$ cat config.mk
export PLATFORM = sky130hd
export DESIGN_NAME = hex_display_arbiter
export DESIGN_NICKNAME = d
export VERILOG_FILES = /design/src/rtl/hex_display_arbiter.sv
export SDC_FILE = /design/constraint.sdc
export NUM_CORES = 1
export LEC_CHECK = 0
export CAP_MARGIN = 20
export CELL_PAD_IN_SITES_DETAIL_PLACEMENT = 0
export CELL_PAD_IN_SITES_GLOBAL_PLACEMENT = 2
export CORE_ASPECT_RATIO = 1.5
export CORE_UTILIZATION = 31
export DETAILED_ROUTE_END_ITERATION = 10
export PLACE_DENSITY = 0.91
export SLEW_MARGIN = 20
export SYNTH_ARGS = -nofsm -noshare
export SYNTH_HDL_FRONTEND = slang
export SYNTH_SLANG_ARGS = --single-unit
$ cat constraint.sdc
create_clock -name clk -period 2.6 [get_ports clk]
set_clock_uncertainty 0.05 [all_clocks]
set_input_delay 0.26 -clock clk [delete_from_list [all_inputs] [get_ports clk]]
set_output_delay 0.26 -clock clk [all_outputs]
set_load 0.03 [all_outputs]
$ cat src/rtl/hex_display_arbiter.sv
// Round-robin time-slice arbiter sharing one 4-digit hex display among NUM_REQ requesters.
// The owner keeps the display for at least HOLD_CYCLES cycles; all outputs are registered.
module hex_display_arbiter #(
  parameter int NUM_REQ     = 4,
  parameter int HOLD_CYCLES = 50_000_000,
  parameter int CNT_WIDTH   = (HOLD_CYCLES > 1) ? $clog2(HOLD_CYCLES) : 1
) (
  input  logic                  clk,
  input  logic                  rst,
  input  logic [NUM_REQ-1:0]    req,
  input  logic [16*NUM_REQ-1:0] req_data,
  output logic [NUM_REQ-1:0]    grant,
  output logic [15:0]           values,
  output logic                  busy
);

  localparam int IDX_W = $clog2(NUM_REQ);
  localparam logic [CNT_WIDTH-1:0] HOLD_RELOAD = CNT_WIDTH'(HOLD_CYCLES - 1);
  localparam logic [IDX_W-1:0]     LAST_INIT   = IDX_W'(NUM_REQ - 1);

  typedef enum logic {IDLE, HOLD} state_t;

  state_t               state, state_n;
  logic [IDX_W-1:0]     last, last_n;
  logic [CNT_WIDTH-1:0] cnt, cnt_n;
  logic [NUM_REQ-1:0]   grant_n;
  logic [15:0]          values_n;
  logic                 busy_n;

  logic [15:0]          slot [NUM_REQ];
  logic [IDX_W-1:0]     pick;
  logic [IDX_W-1:0]     cand;
  logic [IDX_W:0]       sum;
  logic                 found;

  for (genvar g = 0; g < NUM_REQ; g++) begin : g_slot
    assign slot[g] = req_data[16*g +: 16];
  end

  // Scan last+1, last+2, ... (mod NUM_REQ) for the first pending request.
  always_comb begin
    pick  = last;
    cand  = '0;
    sum   = '0;
    found = 1'b0;
    for (int i = 1; i <= NUM_REQ; i++) begin
      sum = {1'b0, last} + (IDX_W+1)'(i);
      if (sum >= (IDX_W+1)'(NUM_REQ)) sum = sum - (IDX_W+1)'(NUM_REQ);
      cand = sum[IDX_W-1:0];
      if (!found && req[cand]) begin
        found = 1'b1;
        pick  = cand;
      end
    end
  end

  always_comb begin
    state_n  = state;
    last_n   = last;
    cnt_n    = cnt;
    grant_n  = grant;
    values_n = values;
    busy_n   = busy;
    case (state)
      IDLE: begin
        if (found) begin
          grant_n       = '0;
          grant_n[pick] = 1'b1;
          last_n        = pick;
          cnt_n         = HOLD_RELOAD;
          busy_n        = 1'b1;
          values_n      = slot[pick];
          state_n       = HOLD;
        end
      end
      HOLD: begin
        // In HOLD, last always names the current owner.
        values_n = slot[last];
        if (!req[last]) begin
          grant_n = '0;
          busy_n  = 1'b0;
          state_n = IDLE;
        end else if (cnt != '0) begin
          cnt_n = cnt - CNT_WIDTH'(1);
        end else if ((req & ~grant) != '0) begin
          grant_n = '0;
          busy_n  = 1'b0;
          state_n = IDLE;
        end else begin
          cnt_n = HOLD_RELOAD;
        end
      end
      default: state_n = IDLE;
    endcase
  end

  always_ff @(posedge clk or negedge rst) begin
    if (!rst) begin
      state  <= IDLE;
      last   <= LAST_INIT;
      cnt    <= '0;
      grant  <= '0;
      values <= 16'h0000;
      busy   <= 1'b0;
    end else begin
      state  <= state_n;
      last   <= last_n;
      cnt    <= cnt_n;
      grant  <= grant_n;
      values <= values_n;
      busy   <= busy_n;
    end
  end

endmodule

==> flow_summary.json, run 1 <==
{
  "gr-total-overflow": 0,
  "final_common_cell": "clkdlybuf4s50_1",
  "cts_resized": 0,
  "antenna_found_initial": 0,
  "seq_area_frac_synth_pct": 36.5,
  "cts_made_buffers": 5,
  "coreArea_mm2": 0.0106,
  "final_hold_viol_count": 0,
  "endpoint_kind": "register",
  "max_slew_margin_pct": 53.3,
  "layout_common_cells": "clkdlybuf4s50_1 (89), dfrtp_1 (48), mux2i_1 (35), buf_4 (19), a22oi_1 (17)",
  "syn_area_mm2": 0.00343,
  "syn_area_per_cell_um2": 10.5,
  "fin_util_pct": 44.8,
  "path_class": "reg -> reg",
  "ioPinCount": 91,
  "yosys_warnings": 0,
  "grt_first_pass_wirelength_um": 16200,
  "clock_path_buffers": 2,
  "arrival_ps": 2460,
  "fillCellCount": 1010,
  "grtUsageTotal_pct": 18.3,
  "final-instance-count-excl-fill": 565,
  "critPathRequiredTime_ps": 2730,
  "syn2layout_area_growth_pct": 39.0,
  "vias": 3214,
  "first_pass_iters": 7,
  "finalMaxSlewViolations": 0,
  "dpl.hpwl_um": 7550,
  "fp.dieH_um": 131,
  "postCtsHoldBufs": 0,
  "drive_above_1_share_pct": 15.0,
  "dieArea_mm2": 0.0115,
  "cts-root-buf": "clkbuf_16",
  "die_w_um": 87.9,
  "postCtsSetupBuffers": 0,
  "rows": 46,
  "final.min_clock_period_ps": 2330,
  "syn_nets": 397,
  "placed_cells": 555,
  "initial_core_util_pct": 32.2,
  "crit_fanout": 5,
  "clock.fmax_ghz": 0.430,
  "ys_ff_latch": 50,
  "route.detailed.drc": 0,
  "synth_edf_count": 0,
  "startpoint_type": "register",
  "min_path_type": "in -> async",
  "routedWlPerCell_um": 18.5,
  "grt_pass1_vias": 3252,
  "fin_crit_sh_pct": 89.5,
  "cts_tree": "yes",
  "clock_latency_ps": 290,
  "syn_inst": 326,
  "worst_slew_pin_slew_ps": 700,
  "powerDensity_mw_per_mm2": 1040,
  "htreeDepth": 2,
  "drtIter0Drc": 143,
  "power_mw": 4.99,
  "place.gp.congestion": 0.809,
  "rsz0062_at_grt": "false",
  "fin_tns_setup_ps": 0,
  "cap_violations": 0,
  "num-nets-final": 491,
  "cts.sink_count": 50,
  "viasPerCell": 5.69,
  "grt_max_degree": 51,
  "ir_worst_vdd_mv": 0.357,
  "postSynth.asyncResetShare_pct": 100,
  "clk_pin_slew_worst_paths_ps": 70,
  "synth_ff_type": "dfrtp_1",
  "antenna_cells": 0,
  "status": "complete, no violations",
  "p_leak_nw": 1.87,
  "ant_nets": 0,
  "setup_viol": 0,
  "wirelength_um": 10500,
  "ys_types": 58,
  "io_buffers": 90
}
[layout make-up]
type                    count  area (um^2)  share of cell area, %
well taps                 144          180                   3.78
repair buffers            113         1120                   23.4
multi-input cells         239         2020                   42.2
inverters                  11         41.3                  0.865
clock inverters             1         30.0                  0.629
flip-flops and latches     50         1250                   26.3
clock buffers               7          133                   2.78
[power by group]
group	internal (mW)	total (mW)	switching (mW)	leakage [nW]
Sequential	1.06	1.35	0.281	0.569
Clock	0.456	0.751	0.295	0.0781
Combinational	1.35	2.89	1.53	1.22
Total	2.88	4.99	2.11	1.87
[routing by layer]
layer  share of wire (%)  vias to the layer above  global-route usage [%]
li1                    -                     1510                       -
met1                  40                     1569                    21.1
met2                  51                      118                    33.3
met3                 6.6                       17                    3.20
met4                 2.1                        0                    6.75
met5                   0                        -                       0
[worst paths after layout]
check,depth (start not counted),end,slack [ps],from
max,7,cnt[24],270,cnt[0]
min,2,values[7],40,rst
max reg2reg,7,cnt[24],270,cnt[0]
min reg2reg,1,cnt[21],460,cnt[21]
max in group asynchronous,2,cnt[19],1980,rst
min in group clk,1,cnt[21],460,cnt[21]
[Yosys cell counts, types with 2 or more instances]
library cell / number / area [um^2]
nor3_1: 16 / 80.1
a22oi_1: 17 / 128
o22a_1: 2 / 17.5
a21oi_1: 7 / 35.0
a32o_1: 2 / 20.0
nor2_1: 11 / 41.3
clkbuf_1: 12 / 45.0
mux2i_1: 35 / 350
buf_6: 2 / 22.5
or3_4: 3 / 33.8
o2bb2ai_1: 3 / 26.3
nor2b_1: 4 / 25.0
o21ai_1: 10 / 50.1
nand2b_1: 3 / 18.8
a21o_1: 5 / 37.5
o221ai_1: 16 / 140
o41ai_1: 6 / 52.6
dfstp_2: 2 / 52.6
buf_2: 10 / 50.1
nand2_1: 13 / 48.8
nor4_1: 9 / 56.3
dfrtp_1: 48 / 1200
a2bb2oi_2: 2 / 30.0
mux4_2: 16 / 360
inv_1: 10 / 37.5
o21ai_0: 9 / 45.0
a31oi_1: 3 / 18.8
o31ai_1: 5 / 37.5
a2bb2oi_1: 2 / 17.5
or3_1: 2 / 12.5
o22ai_1: 14 / 87.6
[critical path, cell delays in order, from the launching register on]
cell and delay (ps):
dfrtp_1 400, inv_1 100, ha_1 200, nor4b_4 350, nand4b_2 190, or3_4 420
o311a_1 290, a211o_1 230
[registers in the layout, indices dropped and copies added, names as in the netlist]
register  flops
busy          1
cnt          26
grant         4
last          2
state         1
values       16
[metrics by stage]
| step | hold slack, ps | worst slack [ps] | cell area [um^2] |
|---|---|---|---|
| after global routing | 84.8 | 136 | 4770 |
| final | 35.6 | 272 | 4770 |
| after CTS | 66.0 | 201 | 4760 |
| after detailed placement | 378 | 157 | 4590 |
| after global placement | 379 | 202 | 4590 |
| after floorplan | -85.6 | 297 | 3430 |
[logic make-up (layout without fill, tap and decap cells)]
logic type	after synthesis	after routing	synth area share, %
muxes	52	52	21.0
DFF	50	50	36.5
AOI/OAI and AO/OA	113	113	24.1
adders and majority gates	1	1	0.365
and+or+nand+nor	73	73	13.0
buffers and inverters	37	132	4.96
(Power assumes the default switching activity.)
==> inputs of run 2 (changes only) <==
--- a/config.mk
+++ b/config.mk
@@ -9,9 +9,10 @@
 export CELL_PAD_IN_SITES_DETAIL_PLACEMENT = 0
 export CELL_PAD_IN_SITES_GLOBAL_PLACEMENT = 2
 export CORE_ASPECT_RATIO = 1.5
-export CORE_UTILIZATION = 31
+export CORE_UTILIZATION = 25
 export DETAILED_ROUTE_END_ITERATION = 10
-export PLACE_DENSITY = 0.91
+export GPL_ROUTABILITY_DRIVEN = 0
+export PLACE_DENSITY = 0.77
 export SLEW_MARGIN = 20
 export SYNTH_ARGS = -nofsm -noshare
 export SYNTH_HDL_FRONTEND = slang
==> flow_summary.json, run 2 (synthesized netlist as in run 1, its figures left out) <==
{
  "rr_worst_depth": 8,
  "cts-root-buf": "clkbuf_16",
  "final_hold_viol_count": 0,
  "critPathCapture": "cnt[24]",
  "fp.dieH_um": 146,
  "grt_pass1_vias": 3301,
  "final_common_cell": "clkdlybuf4s50_1",
  "ant_nets": 0,
  "ioPinCount": 91,
  "fin_crit_sh_pct": 90.5,
  "critPathRequiredTime_ps": 2730,
  "cts.sink_count": 50,
  "layout_common_cells": "clkdlybuf4s50_1 (89), dfrtp_1 (48), mux2i_1 (35), buf_4 (24), a22oi_1 (17)",
  "finalMaxSlewViolations": 0,
  "seqCellArea_mm2": 0.00125,
  "num-nets-final": 495,
  "setup_viol": 0,
  "cp-startpoint": "cnt[0]",
  "antenna_cells": 0,
  "clock_path_buffers": 2,
  "fin_tns_setup_ps": 0,
  "wirelength_um": 10500,
  "first_pass_iters": 7,
  "worst_slew_pin_slew_ps": 483,
  "largest_register": "cnt",
  "postCtsSetupBuffers": 0,
  "dpl.hpwl_um": 7660,
  "crit_fanout": 16,
  "routedWlPerCell_um": 17.9,
  "rsz0062_at_grt": "false",
  "cap_violations": 0,
  "r2r-start": "cnt[0]",
  "grtUsageTotal_pct": 15.3,
  "drtIter0Drc": 132,
  "powerDensity_mw_per_mm2": 1020,
  "r2r_slack_ps": 250,
  "p_leak_nw": 1.88,
  "io_buffers": 90,
  "startpoint_type": "register",
  "gr-total-overflow": 0,
  "vias": 3164,
  "coreArea_mm2": 0.0135,
  "clk_pin_slew_worst_paths_ps": 70,
  "endpoint_kind": "register",
  "fin_util_pct": 35.6,
  "r2r-end": "cnt[24]",
  "path_class": "reg -> reg",
  "syn2layout_area_growth_pct": 39.6,
  "route.detailed.drc": 25,
  "initial_core_util_pct": 25.5,
  "dieArea_mm2": 0.0142,
  "status": "complete, but fails checks",
  "viasPerCell": 5.39,
  "violations": "DRC",
  "max_slew_margin_pct": 67.5,
  "drive_above_1_share_pct": 16.0,
  "antenna_found_initial": 0,
  "die_w_um": 97.7,
  "arrival_ps": 2480,
  "clock.fmax_ghz": 0.425,
  "fillCellCount": 1340,
  "rows": 52,
  "cts_made_buffers": 5,
  "final.min_clock_period_ps": 2350,
  "grt_first_pass_wirelength_um": 17200,
  "htreeDepth": 2,
  "largest_reg_flops": 26,
  "top_regs": "cnt: 26 flops, values: 16 flops, grant: 4 flops",
  "multi_input_area_mm2": 0.00202,
  "clock_latency_ps": 290,
  "min_path_type": "in -> async",
  "cts_tree": "yes",
  "ir_worst_vdd_mv": 0.384,
  "grt_max_degree": 51
}
-- run 2: cell types whose count changed in the layout (fill, tap and decap cells not counted), sizes merged --
cell | previous run | this run
clkinv | 0 | 1
buf | 24 | 27
bufinv | 1 | 0
dlygate4sd3 | 0 | 1
-- run 2: layout make-up --
class	instances	share of cell area, %
Clock inverter	1	0.104
Timing Repair Buffer	117	23.5
Clock buffer	7	2.98
Multi-Input combinational cell	239	42.2
Tap cell	162	4.23
Inverter	11	0.862
Sequential cell	50	26.2
-- run 2: how the worst min path moves through the flow --
stage	to	slack, ps	depth (start not counted)	start
floorplan	busy	-90	0	rst
global placement	busy	230	2	rst
detailed placement	values[5]	240	2	rst
CTS	values[5]	450	3	rst
global route	busy	490	3	rst
finish	values[5]	430	3	rst
-- run 2: power by group --
group / switching (mW) / internal (mW) / total, mW
clock: 0.291 / 0.382 / 0.673
sequential: 0.250 / 1.06 / 1.31
combinational: 1.57 / 1.32 / 2.89
total: 2.11 / 2.77 / 4.88
-- run 2: per-layer routing --
layer  up-vias  wire (um)  track usage [%]
li1       1517          -                -
met1      1543       4150             17.4
met2        96       5680             28.7
met3         8        510             2.40
met4         0        153             4.92
met5         -          0                0
-- run 2: through the flow --
| step | power (mW) | setup WS [ps] | std cells | hold WS (ps) | instance area (um^2) |
|---|---|---|---|---|---|
| CTS | 4.94 | 129 | 587 | 450 | 4790 |
| floorplan | 3.18 | 297 | 326 | -85.6 | 3430 |
| detailed placement | 4.25 | 164 | 578 | 237 | 4630 |
| global placement | 4.21 | 129 | 578 | 232 | 4630 |
| finish | 4.88 | 246 | 587 | 435 | 4790 |
| global route | 5.20 | 31.2 | 587 | 488 | 4790 |
-- run 2: what timing repair did --
item / 4_1_cts / 5_1_grt
hold buffers: 1 / 0
endpoints found under the setup margin: 0 / 2
gates resized for setup: 0 / 1
hold endpoints to repair: 48 / 0
-- run 2: critical path, stage by stage (launching register included) --
cell      delay [ps]
dfrtp_1          390
inv_1            100
ha_1             200
nor4b_4          280
nand4_1          300
o211ai_1         310
buf_4            260
nor3_1            70
a211o_1          270
==> inputs of run 3 (changes only) <==
--- a/config.mk
+++ b/config.mk
@@ -13,6 +13,7 @@
 export DETAILED_ROUTE_END_ITERATION = 10
 export GPL_ROUTABILITY_DRIVEN = 0
 export PLACE_DENSITY = 0.77
+export RECOVER_POWER = 100
 export SLEW_MARGIN = 20
 export SYNTH_ARGS = -nofsm -noshare
 export SYNTH_HDL_FRONTEND = slang
==> flow_summary.json, run 3 (synthesized netlist as in run 1, its figures left out) <==
{
  "syn2layout_area_growth_pct": 38.9,
  "cts_made_buffers": 5,
  "clock_latency_ps": 290,
  "gr-total-overflow": 0,
  "viasPerCell": 5.38,
  "antenna_found_initial": 0,
  "final-instance-count-excl-fill": 587,
  "die_w_um": 97.7,
  "ir_worst_vdd_mv": 0.380,
  "coreArea_mm2": 0.0135,
  "max_slew_margin_pct": 11.9,
  "route.detailed.drc": 25,
  "cts-root-buf": "clkbuf_16",
  "rows": 52,
  "path_cells": "inv_1 -> ha_1 -> nor4b_4 -> nand4_1 -> o211ai_1 -> buf_4 -> nor3_1 -> a211o_1",
  "largest_reg_flops": 26,
  "critical_path.top_delay_family": "simple AND/OR/NAND/NOR gates",
  "io_buffers": 90,
  "status": "complete, but fails checks",
  "path_buf_inv": 2,
  "violations": "DRC",
  "power_frac_clock_pct": 14.1,
  "antenna_cells": 0,
  "htreeDepth": 2,
  "cap_violations": 0,
  "p_leak_nw": 1.89,
  "rsz0062_at_grt": "false",
  "power_frac_comb_pct": 58.6,
  "power_mw": 4.78,
  "fillCellCount": 1344,
  "final_common_cell": "clkdlybuf4s50_1",
  "postCtsSetupBuffers": 0,
  "num-nets-final": 495,
  "fin_crit_sh_pct": 90.3,
  "fin_util_pct": 35.4,
  "critPathRequiredTime_ps": 2730,
  "clk_pin_slew_worst_paths_ps": 70,
  "fp.dieH_um": 146,
  "largest_register": "cnt",
  "vias": 3156,
  "worst_slew_pin_slew_ps": 1320,
  "met3_usage_pct": 2.40,
  "endpoint_kind": "register",
  "min_path_type": "reg -> reg",
  "slowest_stage": "dfrtp_1",
  "setup_viol": 0,
  "clock_path_buffers": 2,
  "powerDensity_mw_per_mm2": 1000,
  "layout_common_cells": "clkdlybuf4s50_1 (68), dfrtp_1 (48), mux2i_1 (35), dlygate4sd3_1 (22), buf_4 (20)",
  "ant_nets": 0,
  "wirelength_um": 10500,
  "grt.busiest_layer": "met2",
  "swShare_pct": 43.9,
  "routedWlPerCell_um": 17.9,
  "grtUsageTotal_pct": 15.3,
  "top_regs": "cnt: 26 flops, values: 16 flops, grant: 4 flops",
  "final_hold_viol_count": 0,
  "fin_tns_setup_ps": 0,
  "crit_fanout": 16,
  "initial_core_util_pct": 25.5,
  "path_class": "reg -> reg",
  "p_sw_mw": 2.10,
  "finalMaxSlewViolations": 0,
  "grt_first_pass_wirelength_um": 17200,
  "drive_above_1_share_pct": 15.8,
  "first_pass_iters": 7,
  "dpl.hpwl_um": 7660,
  "grt_use_met1_pct": 17.4,
  "final.min_clock_period_ps": 2350,
  "slowest_delay_ps": 390,
  "cts_tree": "yes",
  "ioPinCount": 91,
  "arrival_ps": 2480,
  "dieArea_mm2": 0.0142,
  "startpoint_type": "register",
  "internal-power_mw": 2.68,
  "grtUsageMet2_pct": 28.7,
  "drtIter0Drc": 122,
  "grt_max_degree": 51,
  "grt_pass1_vias": 3301,
  "placed_cells": 578,
  "power_frac_seq_pct": 27.3,
  "clock.fmax_ghz": 0.426,
  "cts.sink_count": 50
}
## run 3: cell count changes in the layout (fill, tap and decap cells not counted)
cell and change:
buf_12 -1, o21ai_1 -4, clkbuf_1 +1, dlygate4sd3_1 +21, clkdlybuf4s50_1 -21, buf_4 -4, o21ai_0 +4, clkbuf_2 +4
## run 3: what timing repair did
item,4_1_cts,5_1_grt
hold endpoints to repair,48,0
resized for setup,0,1
endpoints found under the setup margin,0,2
hold buffers,1,0
## run 3: metrics by stage
| step | worst slack, ps | area [um^2] | hold WS, ps |
|---|---|---|---|
| finish | 251 | 4770 | 454 |
| global route | 30.5 | 4770 | 483 |
| CTS | 129 | 4790 | 450 |
| detailed placement | 164 | 4630 | 237 |
| global placement | 129 | 4630 | 232 |
| floorplan | 297 | 3430 | -85.6 |
## run 3: layer usage
metal	part of all wire, %	up-vias	routed length (um)
met2	54	83	5660
met4	1.5	0	153
met3	4.9	8	516
met1	40	1546	4150
li1	-	1519	-
met5	0	-	0
## run 3: cell type report
class                           count  area (um^2)  share of cell area, %
Timing Repair Buffer              117         1100                   23.1
Clock inverter                      1         5.00                  0.105
Clock buffer                        7          143                   2.99
Sequential cell                    50         1250                   26.3
Multi-Input combinational cell    239         2020                   42.4
Inverter                           11         41.3                  0.866
Tap cell                          162          203                   4.25
## run 3: worst paths after layout
| path | start | end | slack (ps) | cells past startpoint |
|---|---|---|---|---|
| min reg2reg | cnt[21] | cnt[21] | 450 | 1 |
| max | cnt[0] | cnt[24] | 250 | 8 |
| min | cnt[21] | cnt[21] | 450 | 1 |
| max in group asynchronous | rst | values[9] | 870 | 3 |
| max reg2reg | cnt[0] | cnt[24] | 250 | 8 |
| min in group asynchronous | rst | values[5] | 830 | 3 |
## run 3: worst register-to-register path: stages, from the launching register on
cell	delay, ps
dfrtp_1	390
inv_1	100
ha_1	200
nor4b_4	280
nand4_1	290
o211ai_1	320
buf_4	260
nor3_1	80
a211o_1	270
## run 3: power by group through the flow
stage	clock network [mW]	registers [mW]	logic (mW)
global placement	0	1.31	2.89
floorplan	0	1.57	1.61
detailed placement	0	1.33	2.92
CTS	0.699	1.31	2.93
global route	0.725	1.35	3.03
finish	0.673	1.31	2.80
